File: config.mk
export PLATFORM = sky130hd
export DESIGN_NAME = lcd_page_writer_flat
export DESIGN_NICKNAME = d
export VERILOG_FILES = /design/src/rtl/lcd_pkg.sv /design/src/rtl/lcd_page_writer_if.sv /design/src/rtl/lcd_delay_counter.sv /design/src/rtl/lcd_page_writer.sv /design/src/flat_wrapper.sv
export SDC_FILE = /design/constraint.sdc
export NUM_CORES = 1
export LEC_CHECK = 0
export ABC_AREA = 1
export BUFFER_PORTS_ARGS = -buffer_cell sky130_fd_sc_hd__clkbuf_2
export CAP_MARGIN = 10
export CORE_MARGIN = 2
export CORE_UTILIZATION = 55
export CTS_CLUSTER_SIZE = 10
export DETAILED_ROUTE_END_ITERATION = 6
export GPL_ROUTABILITY_DRIVEN = 0
export PLACE_DENSITY_LB_ADDON = 0.05
export SETUP_SLACK_MARGIN = 0.3
export SLEW_MARGIN = 10
export SYNTH_ARGS = -nofsm -noshare
export SYNTH_HDL_FRONTEND = slang
export SYNTH_SLANG_ARGS = --single-unit
File: constraint.sdc
create_clock -name clk -period 1.9 [get_ports clk]
set_input_delay 0.19 -clock clk [delete_from_list [all_inputs] [get_ports clk]]
set_output_delay 0.19 -clock clk [all_outputs]
set_load 0.02 [all_outputs]
File: src/rtl/lcd_pkg.sv
// Shared constants for the HD44780 LCD blocks: sequencer state codes, LUT word
// layout, the clear/home command range and default 50 MHz timing.
package lcd_pkg;

  typedef logic [2:0] lcd_state_t;

  localparam lcd_state_t ST_IDLE  = 3'd0;
  localparam lcd_state_t ST_FETCH = 3'd1;
  localparam lcd_state_t ST_LATCH = 3'd2;
  localparam lcd_state_t ST_SETUP = 3'd3;
  localparam lcd_state_t ST_PULSE = 3'd4;
  localparam lcd_state_t ST_WAIT  = 3'd5;
  localparam lcd_state_t ST_NEXT  = 3'd6;

  localparam int RS_BIT = 8;

  // Clear display (0x01) and return home (0x02/0x03) need the long execution wait
  localparam logic [7:0] CMD_LONG_FIRST = 8'h01;
  localparam logic [7:0] CMD_LONG_LAST  = 8'h03;

  localparam int DEF_SETUP_CYCLES     = 2;
  localparam int DEF_E_HIGH_CYCLES    = 12;
  localparam int DEF_WAIT_CYCLES      = 2000;
  localparam int DEF_LONG_WAIT_CYCLES = 80000;

  // Address register plus the LUT's one-cycle synchronous read
  localparam int FETCH_CYCLES = 2;

  function automatic logic is_long_cmd(input logic rs, input logic [7:0] code);
    return (rs == 1'b0) && (code >= CMD_LONG_FIRST) && (code <= CMD_LONG_LAST);
  endfunction

endpackage

File: src/rtl/lcd_page_writer_if.sv
// Page-writer bus: UI request/status, text LUT read port and LCD pins.
// The writer is the master; the surrounding system is the slave.
interface lcd_page_writer_if #(
  parameter int DATA_WIDTH      = 9,
  parameter int ADDR_WIDTH      = 6,
  parameter int PAGE_ADDR_WIDTH = 5
);

  logic                       start;
  logic [PAGE_ADDR_WIDTH-1:0] page_sel;
  logic                       busy;
  logic                       done;
  logic [ADDR_WIDTH-1:0]      lut_addr;
  logic [PAGE_ADDR_WIDTH-1:0] lut_page;
  logic [DATA_WIDTH-1:0]      lut_q;
  logic                       lcd_rs;
  logic                       lcd_rw;
  logic                       lcd_e;
  logic [7:0]                 lcd_data;

  modport master (
    input  start, page_sel, lut_q,
    output busy, done, lut_addr, lut_page, lcd_rs, lcd_rw, lcd_e, lcd_data
  );

  modport slave (
    output start, page_sel, lut_q,
    input  busy, done, lut_addr, lut_page, lcd_rs, lcd_rw, lcd_e, lcd_data
  );

endinterface

File: src/rtl/lcd_delay_counter.sv
// Down-counter for the sequencer's timed states: start loads N-1, and
// expired is high once the count has reached zero.
module lcd_delay_counter #(
  parameter int WIDTH = 17
) (
  input  logic             clk,
  input  logic             rst_n,
  input  logic             start,
  input  logic [WIDTH-1:0] load,
  output logic             expired
);

  logic [WIDTH-1:0] count_reg;

  always_ff @(posedge clk or negedge rst_n) begin
    if (!rst_n) begin
      count_reg <= '0;
    end else if (start) begin
      count_reg <= load;
    end else if (count_reg != '0) begin
      count_reg <= count_reg - WIDTH'(1);
    end
  end

  assign expired = (count_reg == '0);

endmodule

File: src/rtl/lcd_page_writer.sv
// Reads one page of the text LUT and writes every word to an HD44780 display,
// generating RS/data setup, the E strobe and the per-command execution wait.
module lcd_page_writer
  import lcd_pkg::*;
#(
  parameter int DATA_WIDTH       = 9,
  parameter int ADDR_WIDTH       = 6,
  parameter int PAGE_ADDR_WIDTH  = 5,
  parameter int ENTRIES          = 34,
  parameter int SETUP_CYCLES     = DEF_SETUP_CYCLES,
  parameter int E_HIGH_CYCLES    = DEF_E_HIGH_CYCLES,
  parameter int WAIT_CYCLES      = DEF_WAIT_CYCLES,
  parameter int LONG_WAIT_CYCLES = DEF_LONG_WAIT_CYCLES
) (
  input  logic                clk,
  input  logic                rst_n,
  lcd_page_writer_if.master   bus
);

  localparam int CNT_W = $clog2(LONG_WAIT_CYCLES + 1);

  localparam logic [CNT_W-1:0] FETCH_LOAD = CNT_W'(FETCH_CYCLES - 1);
  localparam logic [CNT_W-1:0] SETUP_LOAD = CNT_W'(SETUP_CYCLES - 1);
  localparam logic [CNT_W-1:0] PULSE_LOAD = CNT_W'(E_HIGH_CYCLES - 1);
  localparam logic [CNT_W-1:0] WAIT_LOAD  = CNT_W'(WAIT_CYCLES - 1);
  localparam logic [CNT_W-1:0] LONG_LOAD  = CNT_W'(LONG_WAIT_CYCLES - 1);

  localparam logic [ADDR_WIDTH-1:0] LAST_ADDR = ADDR_WIDTH'(ENTRIES - 1);

  lcd_state_t                 state_reg;
  lcd_state_t                 state_next;
  logic                       busy_reg;
  logic                       done_reg;
  logic [ADDR_WIDTH-1:0]      lut_addr_reg;
  logic [PAGE_ADDR_WIDTH-1:0] lut_page_reg;
  logic                       lcd_rs_reg;
  logic [7:0]                 lcd_data_reg;
  logic                       lcd_e_reg;
  logic                       long_wait_reg;

  logic                       cnt_start;
  logic [CNT_W-1:0]           cnt_load;
  logic                       cnt_expired;
  logic                       last_entry;
  logic [DATA_WIDTH-1:0]      word;

  assign word       = bus.lut_q;
  assign last_entry = (lut_addr_reg == LAST_ADDR);

  lcd_delay_counter #(
    .WIDTH (CNT_W)
  ) u_delay (
    .clk     (clk),
    .rst_n   (rst_n),
    .start   (cnt_start),
    .load    (cnt_load),
    .expired (cnt_expired)
  );

  // Each timed state is entered with its counter freshly loaded, so it is left
  // on the edge where the count has run down to zero.
  always_comb begin
    state_next = state_reg;
    cnt_start  = 1'b0;
    cnt_load   = '0;
    case (state_reg)
      ST_IDLE: begin
        if (bus.start) begin
          state_next = ST_FETCH;
          cnt_start  = 1'b1;
          cnt_load   = FETCH_LOAD;
        end
      end
      ST_FETCH: begin
        if (cnt_expired) begin
          state_next = ST_LATCH;
        end
      end
      ST_LATCH: begin
        state_next = ST_SETUP;
        cnt_start  = 1'b1;
        cnt_load   = SETUP_LOAD;
      end
      ST_SETUP: begin
        if (cnt_expired) begin
          state_next = ST_PULSE;
          cnt_start  = 1'b1;
          cnt_load   = PULSE_LOAD;
        end
      end
      ST_PULSE: begin
        if (cnt_expired) begin
          state_next = ST_WAIT;
          cnt_start  = 1'b1;
          cnt_load   = long_wait_reg ? LONG_LOAD : WAIT_LOAD;
        end
      end
      ST_WAIT: begin
        if (cnt_expired) begin
          state_next = ST_NEXT;
        end
      end
      ST_NEXT: begin
        if (last_entry) begin
          state_next = ST_IDLE;
        end else begin
          state_next = ST_FETCH;
          cnt_start  = 1'b1;
          cnt_load   = FETCH_LOAD;
        end
      end
      default: begin
        state_next = ST_IDLE;
      end
    endcase
  end

  always_ff @(posedge clk or negedge rst_n) begin
    if (!rst_n) begin
      state_reg     <= ST_IDLE;
      busy_reg      <= 1'b0;
      done_reg      <= 1'b0;
      lut_addr_reg  <= '0;
      lut_page_reg  <= '0;
      lcd_rs_reg    <= 1'b0;
      lcd_data_reg  <= 8'h00;
      lcd_e_reg     <= 1'b0;
      long_wait_reg <= 1'b0;
    end else begin
      state_reg <= state_next;
      done_reg  <= 1'b0;
      // E comes straight from a flop, high exactly while the FSM sits in PULSE
      lcd_e_reg <= (state_next == ST_PULSE);
      case (state_reg)
        ST_IDLE: begin
          if (bus.start) begin
            lut_page_reg <= bus.page_sel;
            lut_addr_reg <= '0;
            busy_reg     <= 1'b1;
          end
        end
        ST_LATCH: begin
          lcd_rs_reg    <= word[RS_BIT];
          lcd_data_reg  <= word[7:0];
          long_wait_reg <= is_long_cmd(word[RS_BIT], word[7:0]);
        end
        ST_NEXT: begin
          if (last_entry) begin
            lut_addr_reg <= '0;
            busy_reg     <= 1'b0;
            done_reg     <= 1'b1;
          end else begin
            lut_addr_reg <= lut_addr_reg + ADDR_WIDTH'(1);
          end
        end
        default: begin
        end
      endcase
    end
  end

  assign bus.busy     = busy_reg;
  assign bus.done     = done_reg;
  assign bus.lut_addr = lut_addr_reg;
  assign bus.lut_page = lut_page_reg;
  assign bus.lcd_rs   = lcd_rs_reg;
  assign bus.lcd_rw   = 1'b0;
  assign bus.lcd_e    = lcd_e_reg;
  assign bus.lcd_data = lcd_data_reg;

endmodule

File: src/flat_wrapper.sv
// flat-port wrapper written by rule: the top's interface ports become plain ports
module lcd_page_writer_flat import lcd_pkg::*;
#(
  parameter int DATA_WIDTH       = 9,
  parameter int ADDR_WIDTH       = 6,
  parameter int PAGE_ADDR_WIDTH  = 5,
  parameter int ENTRIES          = 34,
  parameter int SETUP_CYCLES     = DEF_SETUP_CYCLES,
  parameter int E_HIGH_CYCLES    = DEF_E_HIGH_CYCLES,
  parameter int WAIT_CYCLES      = DEF_WAIT_CYCLES,
  parameter int LONG_WAIT_CYCLES = DEF_LONG_WAIT_CYCLES
)
  (clk, rst_n, bus_start, bus_page_sel, bus_lut_q, bus_busy, bus_done, bus_lut_addr, bus_lut_page, bus_lcd_rs, bus_lcd_rw, bus_lcd_e, bus_lcd_data);
  lcd_page_writer_if #(.DATA_WIDTH(DATA_WIDTH), .ADDR_WIDTH(ADDR_WIDTH), .PAGE_ADDR_WIDTH(PAGE_ADDR_WIDTH)) bus_i ();
  input  logic clk;
  input  logic rst_n;
  input wire logic [$bits(bus_i.start)-1:0] bus_start;
  input wire logic [$bits(bus_i.page_sel)-1:0] bus_page_sel;
  input wire logic [$bits(bus_i.lut_q)-1:0] bus_lut_q;
  output wire logic [$bits(bus_i.busy)-1:0] bus_busy;
  output wire logic [$bits(bus_i.done)-1:0] bus_done;
  output wire logic [$bits(bus_i.lut_addr)-1:0] bus_lut_addr;
  output wire logic [$bits(bus_i.lut_page)-1:0] bus_lut_page;
  output wire logic [$bits(bus_i.lcd_rs)-1:0] bus_lcd_rs;
  output wire logic [$bits(bus_i.lcd_rw)-1:0] bus_lcd_rw;
  output wire logic [$bits(bus_i.lcd_e)-1:0] bus_lcd_e;
  output wire logic [$bits(bus_i.lcd_data)-1:0] bus_lcd_data;
  assign bus_i.start = bus_start;
  assign bus_i.page_sel = bus_page_sel;
  assign bus_i.lut_q = bus_lut_q;
  assign bus_busy = bus_i.busy;
  assign bus_done = bus_i.done;
  assign bus_lut_addr = bus_i.lut_addr;
  assign bus_lut_page = bus_i.lut_page;
  assign bus_lcd_rs = bus_i.lcd_rs;
  assign bus_lcd_rw = bus_i.lcd_rw;
  assign bus_lcd_e = bus_i.lcd_e;
  assign bus_lcd_data = bus_i.lcd_data;
  lcd_page_writer #(.DATA_WIDTH(DATA_WIDTH), .ADDR_WIDTH(ADDR_WIDTH), .PAGE_ADDR_WIDTH(PAGE_ADDR_WIDTH), .ENTRIES(ENTRIES), .SETUP_CYCLES(SETUP_CYCLES), .E_HIGH_CYCLES(E_HIGH_CYCLES), .WAIT_CYCLES(WAIT_CYCLES), .LONG_WAIT_CYCLES(LONG_WAIT_CYCLES)) u_core (.clk(clk), .rst_n(rst_n), .bus(bus_i));
endmodule
==> impl_metrics.json <==
{
  "finalCritPeriodShare_pct": 92.25,
  "synth_top_family_by_area": "simple AND/OR/NAND/NOR gates",
  "hold_viol": 0,
  "whs_path_depth": 3,
  "min_to": "u_core.bus.lut_page[4]",
  "finalCoreUtilization_pct": 74.68,
  "setup_tns_ps": 0,
  "cp_num_cells": 10,
  "worst_pin_slew_ps": 595.3,
  "slew_headroom_pct": 60.31,
  "ctsRootBufferMaster": "clkbuf_8",
  "synth-adder-area-share_pct": 2.086,
  "switching_share_pct": 19.77,
  "ys_warn_count": 0,
  "hp-start": "bus_page_sel[4]",
  "max_freq_mhz": 570.5,
  "synth_mux_area_share_pct": 0,
  "num-fill-cells": 335,
  "antenna_found_initial": 0,
  "routed_wl_um": 6135,
  "syn_nets": 338,
  "hold_class": "in -> reg",
  "largest_reg_flops": 17,
  "drt_iter0_markers": 159,
  "max-cap-violations": 0,
  "final_common_cell": "nand2_1",
  "start_kind": "flop",
  "n_antenna_cell": 0,
  "worstPathArrival_ps": 1920,
  "p_leak_uw": 0.001638,
  "async_reset_ff_share_pct": 100.0,
  "grt_use_total_pct": 25.76,
  "initial_utilization_pct": 56.28,
  "use_met2_pct": 42.22,
  "p_per_area_nw_per_um2": 520.7,
  "mostFrequentLayoutCells": "nand2_1 (96), dfrtp_1 (44), clkbuf_2 (39), nor2_1 (31), inv_1 (26)",
  "die_area_um2": 4908,
  "io-pin-count": 41,
  "h-tree-depth": 2,
  "required_ps": 2070,
  "clkPwrFrac_pct": 40.9,
  "grt.busiest_layer": "met2",
  "avgRoutedWirePerCell_um": 14.01,
  "r2r_cells": 10,
  "drc": 0,
  "die_h_um": 70.06,
  "switchingPower_uw": 327.8,
  "ys_dominant_reg_cell": "dfrtp_1",
  "crit_family": "simple AND/OR/NAND/NOR gates",
  "vias": 2316,
  "drv_slew": 0,
  "rr_startpoint": "u_core.u_delay.count_reg[1]",
  "finalClockSkew_ps": 6.154,
  "grt_pass1_vias": 2221,
  "area_growth_pct": 32.69,
  "synthesis.area_um2": 2400,
  "core_area_um2": 4264,
  "cp_cell_sequence": "inv_2 -> ha_4 -> inv_4 -> nor2_4 -> nand2_2 -> nor2_4 -> nand2_4 -> buf_4 -> o21ai_0 -> o21ai_0",
  "synth_compound_area_share_pct": 7.351,
  "path_class": "reg -> reg",
  "grtUsageMet1_pct": 34.41,
  "met3_usage_pct": 4.906,
  "synth_edf_count": 0,
  "crit_slowest_cell": "dfrtp_1",
  "rsz0062_at_grt": "true",
  "p_int_uw": 1330,
  "yosysSeqAreaShare_pct": 45.88,
  "drt.antenna.violating_nets": 0,
  "cp.buffers_inverters": 3,
  "path_clk_slew_ps": 80,
  "critical_path.endpoint_type": "flop",
  "synth_cell_types": 32,
  "ctsLongestPathBuffers": 2,
  "netlist_instances": 317,
  "fin_nets": 408,
  "row_count": 24,
  "grt.overflow.total": 0,
  "r2r_setup_slack_ps": 150,
  "clock-sinks": 44,
  "grt_pass1_wl_um": 10060,
  "clock_latency_ps": 290,
  "setup_viol": 0,
  "vdd_drop_max_uv": 515.7,
  "synth-seq-cells": 44,
  "fin_crit_ps": 1753,
  "cts_inserted_buffers": 5,
  "routed_via_density": 5.288,
  "status": "complete, no violations",
  "syn_area_per_cell_um2": 7.570,
  "yosys.area_share.simple_pct": 35.40,
  "p_seq_share_pct": 56.4,
  "port_buffers": 39,
  "cts_tree": "built",
  "die_w_um": 70.06,
  "grt_max_degree": 25,
  "hpwl_um": 3809,
  "synth_xor_area_share_pct": 2.190,
  "dr.pass1.iters": 4,
  "max_stage_delay_ps": 410,
  "drive_gt1_share_pct": 33.16,
  "path_max_fanout": 7,
  "timing.rr.end": "u_core.u_delay.count_reg[3]",
  "power_frac_comb_pct": 2.7
}
how the worst max path moves through the flow:
stage,from,endpoint,slack [ps]
floorplan,u_core.bus.lut_addr[1],u_core.u_delay.count_reg[10],310
global placement,u_core.u_delay.count_reg[0],u_core.u_delay.count_reg[15],200
detailed placement,u_core.u_delay.count_reg[0],u_core.u_delay.count_reg[11],90
CTS,u_core.u_delay.count_reg[0],u_core.u_delay.count_reg[14],270
global route,u_core.u_delay.count_reg[1],u_core.u_delay.count_reg[5],30
finish,u_core.u_delay.count_reg[1],u_core.u_delay.count_reg[3],150
through the flow:
stage | total power [uW] | instance area (um2) | worst slack [ps] | instances | hold WS, ps
global route | 1705 | 3184 | 26.22 | 438 | 97.26
floorplan | 958.6 | 2400 | 311.3 | 317 | -105.6
detailed placement | 999.1 | 2675 | 92.39 | 408 | 213.2
global placement | 998.5 | 2675 | 198.2 | 408 | 206.9
finish | 1658 | 3184 | 147.3 | 438 | 93.23
CTS | 1672 | 3035 | 273.9 | 434 | 86.12
area by class of cell:
class	count	area (um2)	share of cell area, %
Multi-Input combinational cell	233	1324	41.57
Sequential cell	44	1101	34.58
Timing Repair Buffer	66	447.9	14.07
Inverter	37	147.6	4.637
Tap cell	52	65.06	2.043
Clock inverter	1	30.03	0.9430
Clock buffer	5	68.82	2.161
cell usage after synthesis, types with 2 or more instances:
| master | number | share of area (%) |
|---|---|---|
| nand2_1 | 108 | 17 |
| dfrtp_1 | 44 | 46 |
| nor2_1 | 38 | 5.9 |
| inv_1 | 30 | 4.7 |
| nand3_1 | 27 | 5.6 |
| o21ai_0 | 12 | 2.5 |
| a21oi_1 | 9 | 1.9 |
| inv_2 | 6 | 0.94 |
| ha_1 | 4 | 2.1 |
| nand3b_1 | 4 | 1.3 |
| nand3_2 | 3 | 1.3 |
| nand4_1 | 3 | 0.78 |
| o22ai_1 | 3 | 0.78 |
| xnor2_1 | 3 | 1.1 |
| xor2_1 | 3 | 1.1 |
| nor2_2 | 2 | 0.52 |
| nor2_4 | 2 | 0.94 |
| nor4_1 | 2 | 0.52 |
power groups by stage:
stage | combinational, uW | clock (uW) | sequential (uW)
2_1_floorplan | 4.16 | 0 | 954
3_3_place_gp | 44.3 | 0 | 954
3_5_place_dp | 45.0 | 0 | 954
4_1_cts | 46.8 | 690 | 935
5_1_grt | 51.8 | 718 | 935
6_report | 45.0 | 678 | 936
worst register-to-register path, stage by stage, from the launching register on:
cell	delay [ps]
dfrtp_1	410
inv_2	100
ha_4	150
inv_4	40
nor2_4	100
nand2_2	90
nor2_4	220
nand2_4	150
buf_4	170
o21ai_0	80
o21ai_0	130
what timing repair did:
action | 4_1_cts | 5_1_grt
pin swaps | 9 | 20
resized for setup | 27 | 32
endpoints found under the hold margin | 20 | 0
hold buffers | 1 | 0
endpoints found under the setup margin | 19 | 23
cloned | 1 | 0
buffers inserted | 18 | 4
metal layers:
metal | routed length, um | part of all wire, %
met5 | 0 | 0
met4 | 185 | 3.0
met3 | 229 | 3.7
met2 | 3076 | 50
met1 | 2643 | 43
logic make-up (layout without fill, tap and decap cells):
family | count (synthesis) | after routing
AOI/OAI and AO/OA | 28 | 29
xor gates and xnor gates | 6 | 6
adders and majority gates | 4 | 4
buffers and inverters | 41 | 109
DFF | 44 | 44
other | 1 | 1
and+or+nand+nor | 193 | 193
Note: power is estimated with default switching activity, not from simulation.
